[config.mk]
export PLATFORM = sky130hd
export DESIGN_NAME = vga_rect_fill
export DESIGN_NICKNAME = d
export VERILOG_FILES = /design/src/rtl/vga_rect_fill.sv
export SDC_FILE = /design/constraint.sdc
export NUM_CORES = 1
export LEC_CHECK = 0
export CAP_MARGIN = 10
export CORE_UTILIZATION = 40
export CTS_BUF_LIST = sky130_fd_sc_hd__clkbuf_8 sky130_fd_sc_hd__clkbuf_16
export DETAILED_ROUTE_END_ITERATION = 6
export PLACE_DENSITY = 0.78
export SKIP_CTS_REPAIR_TIMING = 1
export SLEW_MARGIN = 30
export SYNTH_ARGS = -nofsm -noshare
export SYNTH_HDL_FRONTEND = slang
export SYNTH_SLANG_ARGS = --single-unit
[constraint.sdc]
create_clock -name i_clk -period 2.86 [get_ports i_clk]
set_clock_uncertainty 0.1 [all_clocks]
set_input_delay 0.715 -clock i_clk [delete_from_list [all_inputs] [get_ports i_clk]]
set_output_delay 0.715 -clock i_clk [all_outputs]
set_load 0.01 [all_outputs]
[src/rtl/vga_rect_fill.sv]
// rtl/vga_rect_fill.sv - rectangle-fill engine feeding the VGA framebuffer pixel write port
//
// Accepts one fill command (origin, size, 12-bit colour) over a valid/ready
// handshake and emits one pixel write per clock in raster order.
//
// Ports:
//   i_clk, i_reset_n          clock, asynchronous active-low reset
//   i_cmdValid / o_cmdReady   command handshake (ready only in IDLE)
//   i_x0, i_y0, i_w, i_h      rectangle origin and size (0 size = empty fill)
//   i_color                   fill colour {R,G,B} 4 bits each
//   i_abort                   terminate current fill (ignored in IDLE)
//   i_stall                   write port busy; hold the current write
//   o_pxlWe, o_pxlAddr, o_pxlData  pixel write port
//   o_busy                    high while filling or completing
//   o_done                    one-cycle pulse on normal completion
//
// Configuration: define VGA_FILL_CLIP_EN to trim the extent at acceptance so
// that no write ever lands outside SCREEN_W x SCREEN_H. Without it coordinates
// wrap modulo 256 and all w*h writes are issued.

module vga_rect_fill #(
   parameter int          SCREEN_W  = 160,
   parameter int          SCREEN_H  = 120,
   parameter logic [31:0] ADDR_BASE = 32'h0000_0000
) (
   input  logic        i_clk,
   input  logic        i_reset_n,
   input  logic        i_cmdValid,
   output logic        o_cmdReady,
   input  logic [7:0]  i_x0,
   input  logic [7:0]  i_y0,
   input  logic [7:0]  i_w,
   input  logic [7:0]  i_h,
   input  logic [11:0] i_color,
   input  logic        i_abort,
   input  logic        i_stall,
   output logic        o_pxlWe,
   output logic [31:0] o_pxlAddr,
   output logic [31:0] o_pxlData,
   output logic        o_busy,
   output logic        o_done
);

`ifdef VGA_FILL_CLIP_EN
   localparam bit CLIP_EN = 1'b1;
`else
   localparam bit CLIP_EN = 1'b0;
`endif

   localparam logic [8:0] SCR_W = 9'(SCREEN_W);
   localparam logic [8:0] SCR_H = 9'(SCREEN_H);

   typedef enum logic [1:0] {ST_IDLE, ST_FILL, ST_DONE} state_t;

   state_t      state_q, state_d;
   logic [7:0]  x_q, x_d, y_q, y_d;
   logic [7:0]  col_q, col_d, row_q, row_d;
   logic [7:0]  x0_q, x0_d, w_q, w_d, h_q, h_d;
   logic [11:0] color_q, color_d;

   // Clipped extent of the incoming command; 9-bit math so a room of
   // SCREEN_W - x0 never wraps.
   logic [8:0]  room_x, room_y;
   logic [7:0]  w_clip, h_clip, w_eff, h_eff;

   assign room_x = SCR_W - {1'b0, i_x0};
   assign room_y = SCR_H - {1'b0, i_y0};

   always_comb begin
      w_clip = i_w;
      if ({1'b0, i_x0} >= SCR_W)
         w_clip = '0;
      else if ({1'b0, i_w} > room_x)
         w_clip = room_x[7:0];
      h_clip = i_h;
      if ({1'b0, i_y0} >= SCR_H)
         h_clip = '0;
      else if ({1'b0, i_h} > room_y)
         h_clip = room_y[7:0];
   end

   assign w_eff = CLIP_EN ? w_clip : i_w;
   assign h_eff = CLIP_EN ? h_clip : i_h;

   always_comb begin
      state_d = state_q;
      x_d     = x_q;
      y_d     = y_q;
      col_d   = col_q;
      row_d   = row_q;
      x0_d    = x0_q;
      w_d     = w_q;
      h_d     = h_q;
      color_d = color_q;
      case (state_q)
         ST_IDLE: begin
            // i_abort is ignored here, even alongside a command.
            if (i_cmdValid) begin
               x0_d    = i_x0;
               w_d     = w_eff;
               h_d     = h_eff;
               color_d = i_color;
               x_d     = i_x0;
               y_d     = i_y0;
               col_d   = '0;
               row_d   = '0;
               state_d = (w_eff == 8'd0 || h_eff == 8'd0) ? ST_DONE : ST_FILL;
            end
         end
         ST_FILL: begin
            if (i_abort) begin
               state_d = ST_IDLE;
            end else if (!i_stall) begin
               if (col_q == w_q - 8'd1) begin
                  col_d = '0;
                  x_d   = x0_q;
                  y_d   = y_q + 8'd1;
                  row_d = row_q + 8'd1;
                  if (row_q == h_q - 8'd1)
                     state_d = ST_DONE;
               end else begin
                  col_d = col_q + 8'd1;
                  x_d   = x_q + 8'd1;
               end
            end
         end
         ST_DONE: state_d = ST_IDLE;
         default: state_d = ST_IDLE;
      endcase
   end

   always_ff @(posedge i_clk or negedge i_reset_n) begin
      if (!i_reset_n) begin
         state_q <= ST_IDLE;
         x_q     <= '0;
         y_q     <= '0;
         col_q   <= '0;
         row_q   <= '0;
         x0_q    <= '0;
         w_q     <= '0;
         h_q     <= '0;
         color_q <= '0;
      end else begin
         state_q <= state_d;
         x_q     <= x_d;
         y_q     <= y_d;
         col_q   <= col_d;
         row_q   <= row_d;
         x0_q    <= x0_d;
         w_q     <= w_d;
         h_q     <= h_d;
         color_q <= color_d;
      end
   end

   // Address/data come straight from registers; they are forced to zero
   // outside FILL so idle and reset values are clean regardless of ADDR_BASE.
   assign o_pxlWe    = (state_q == ST_FILL);
   assign o_pxlAddr  = o_pxlWe ? (ADDR_BASE | {16'h0, y_q, x_q}) : 32'h0;
   assign o_pxlData  = o_pxlWe ? {20'h0, color_q} : 32'h0;
   assign o_cmdReady = (state_q == ST_IDLE);
   assign o_busy     = (state_q == ST_FILL) || (state_q == ST_DONE);
   // An abort arriving in DONE suppresses the completion pulse.
   assign o_done     = (state_q == ST_DONE) && !i_abort;

endmodule

==> impl_metrics.tcl <==
set metrics [dict create \
    final_area_um2 5550 \
    rsz0062_at_grt "no" \
    fin_nets 597 \
    clk_latency_ns 0.36 \
    worstSetupStartpointType "register" \
    synth_edf_count 0 \
    cts_tree "built" \
    initial_core_util_pct 41.9 \
    gr-usage-met2_pct 31.6 \
    ir_worst_vdd_mv 0.528 \
    worst_hold_path_type "primary input to async pin" \
    core_area_um2 10500 \
    synth_seq_cells 70 \
    rows 37 \
    numClockSinks 70 \
    gr-usage-met3_pct 3.16 \
    critPathTopFamily "buffers and inverters" \
    top_usage_layer "met2" \
    finalSetupViolCount 0 \
    wire_per_inst_um 15.4 \
    synth_top_cell_by_area "dfrtp_1" \
    syn_inst 448 \
    viasPerCell 5.37 \
    clock-root-buffer "clkbuf_8" \
    grt_pass1_vias 3645 \
    grt_overflow_total 0 \
    setup_tns_ns 0 \
    slew_violations 0 \
    avgSynthCellArea_um2 9.78 \
    place_hpwl_um 7320 \
    slowest_delay_ns 0.56 \
    portBuffers 80 \
    path_max_fanout 19 \
    fmax_mhz 362 \
    syn_area_um2 4380 \
    antennaDiodeCount 0 \
    die_y_um 107 \
    worst_pin_slew_ns 0.503 \
    synth_area_leaders "dfrtp_1 40%, mux2_2 9.5%, buf_4 6.3%, and2_1 4.1%, xnor2_1 3.2%" \
    drc 0 \
    crit_type "register to output port" \
    critPathRequiredTime_ns 2.05 \
    die_w_um 107 \
    r2r-start "w_q[0]$_DFFE_PN0P_" \
    dpl_cell_area_um2 5310 \
    min_period_ns 2.76 \
    cts_buffers 9 \
    ys_seq_area_share_pct 40.0 \
    hold_viol_final 0 \
    end_kind "output port" \
    synthDistinctLibCells 56 \
    synth.most_common_cell "dfrtp_1" \
    h-tree-depth 3 \
    first_pass_iters 4 \
    crit_buf_inv 3 \
    gp_congestion 0.850 \
    status "finished clean" \
    design.die.area_um2 11400 \
    critical_path_arrival_ns 1.95 \
    setup_ws_ns 0.0979 \
    ys_warn_count 0 \
    fin_crit_sh_pct 96.6 \
    synth.top_cell.area_share_pct 40.0 \
    vias 3653 \
    wl_um 10500 \
    slew_headroom_pct 66.2 \
    area_delta_synth_final_pct 26.7 \
    drive_above_1_share_pct 15.4 \
    grt_pass1_wl_um 17200 \
    synth_commonest_cells "70 x dfrtp_1, 37 x buf_4, 37 x mux2_2" \
    grt_start_max_net_pins 71 \
    r2r_slack_ns 0.15 \
    post-place-ws_ns -0.0700 \
    leakagePower_nw 2.35 \
    ys_dominant_reg_cell "dfrtp_1" \
    power_density_nw_per_um2 992 \
    antenna_found_initial 0 \
    crit_chain "inv_2 > ha_4 > buf_12 > and2_1 > clkdlybuf4s50_1" \
    use_met1_pct 25.2 \
    clkTransAtPathRegs_ns 0.08 \
    r2r_cells 6 \
    drt_iter0_markers 168 \
    clock_path_buffers 2 \
    max-cap-violations 0 \
    grt_usage_pct 19.2 \
    critPathSlowestCell "clkdlybuf4s50_1" \
    num_io_pins 117 \
    r2r-end "row_q[6]$_DFFE_PN0P_" \
    postRouteAntennaNets 0 \
    synthArstFlopShare_pct 100 \
]
-- per-layer routing --
metal | share of wire (%) | up-vias
li1 | - | 1714
met1 | 46 | 1761
met2 | 46 | 155
met3 | 5.6 | 23
met4 | 2.0 | 0
met5 | 0 | -
-- through the flow --
| step | instances | hold slack [ns] | power (W) | util (%) |
|---|---|---|---|---|
| after CTS | 679 | 0.288 | 0.00544 | 52.7 |
| after global placement | 663 | 0.363 | 0.00448 | 50.8 |
| after global routing | 680 | 0.305 | 0.00590 | 53.1 |
| final | 680 | 0.273 | 0.00551 | 53.1 |
| after floorplan | 483 | 0.319 | 0.00355 | - |
| after detailed placement | 663 | 0.371 | 0.00460 | 50.8 |
-- final cells by class --
class / count / area, µm²
Fill cell: 955 / 4910
Sequential cell: 70 / 1750
Multi-Input combinational cell: 351 / 2400
Timing Repair Buffer: 96 / 986
Clock inverter: 7 / 73.8
Tap cell: 136 / 170
Clock buffer: 9 / 124
Inverter: 11 / 41.3
-- cell families (layout without fill, tap and decap cells) --
logic type	after synthesis	in the layout	share of synthesized area, %
buffers and inverters	62	123	8.51
AND/OR/NAND/NOR	160	160	21.2
XOR/XNOR	26	26	5.20
adder cells (fa/ha/maj)	9	9	2.57
multiplexers	44	44	11.1
other	1	36	0.0856
flip-flops	70	70	40.0
AO/OA/AOI/OAI	76	76	11.4
-- sequential cells by signal, indices dropped and copies added, names as in the netlist --
signal	count
col_q	8
color_q	12
w_q	8
x0_q	8
y_q	8
h_q	8
state_q	2
x_q	8
row_q	8
-- power breakdown --
part,internal (W),switching (W),total [W],leakage [nW]
clock,0.000406,0.000420,0.000826,0.0996
sequential,0.00140,0.000412,0.00181,0.859
combinational,0.00148,0.00139,0.00287,1.39
total,0.00328,0.00222,0.00551,2.35
-- layout by cell type, fill, tap and decap left out, types with 11 or more instances in the layout --
| cell type | Yosys | layout |
|---|---|---|
| buf_4 | 37 | 11 |
| xnor2_1 | 16 | 16 |
| clkdlybuf4s50_1 | 0 | 78 |
| a21oi_1 | 20 | 19 |
| mux2_2 | 37 | 37 |
| conb_1 | 1 | 36 |
| nand3_1 | 15 | 15 |
| nor2_1 | 25 | 25 |
| nand2_1 | 21 | 21 |
| o21ai_0 | 19 | 18 |
| dfrtp_1 | 70 | 70 |
| and2_1 | 29 | 29 |
| and3_1 | 11 | 11 |
-- how the worst max path moves through the flow --
stage,start,to,slack [ns],cells past startpoint
2_1_floorplan,w_q[0]$_DFFE_PN0P_,row_q[6]$_DFFE_PN0P_,0.37,6
3_3_place_gp,i_abort,row_q[5]$_DFFE_PN0P_,-0.06,6
3_5_place_dp,i_abort,row_q[5]$_DFFE_PN0P_,-0.07,6
4_1_cts,state_q[1]$_DFFE_PN0P_,o_pxlAddr[11],-0.16,5
5_1_grt,state_q[1]$_DFFE_PN0P_,o_pxlAddr[0],0.01,5
6_report,state_q[1]$_DFFE_PN0P_,o_pxlAddr[10],0.1,5
(Power assumes the default switching activity.)
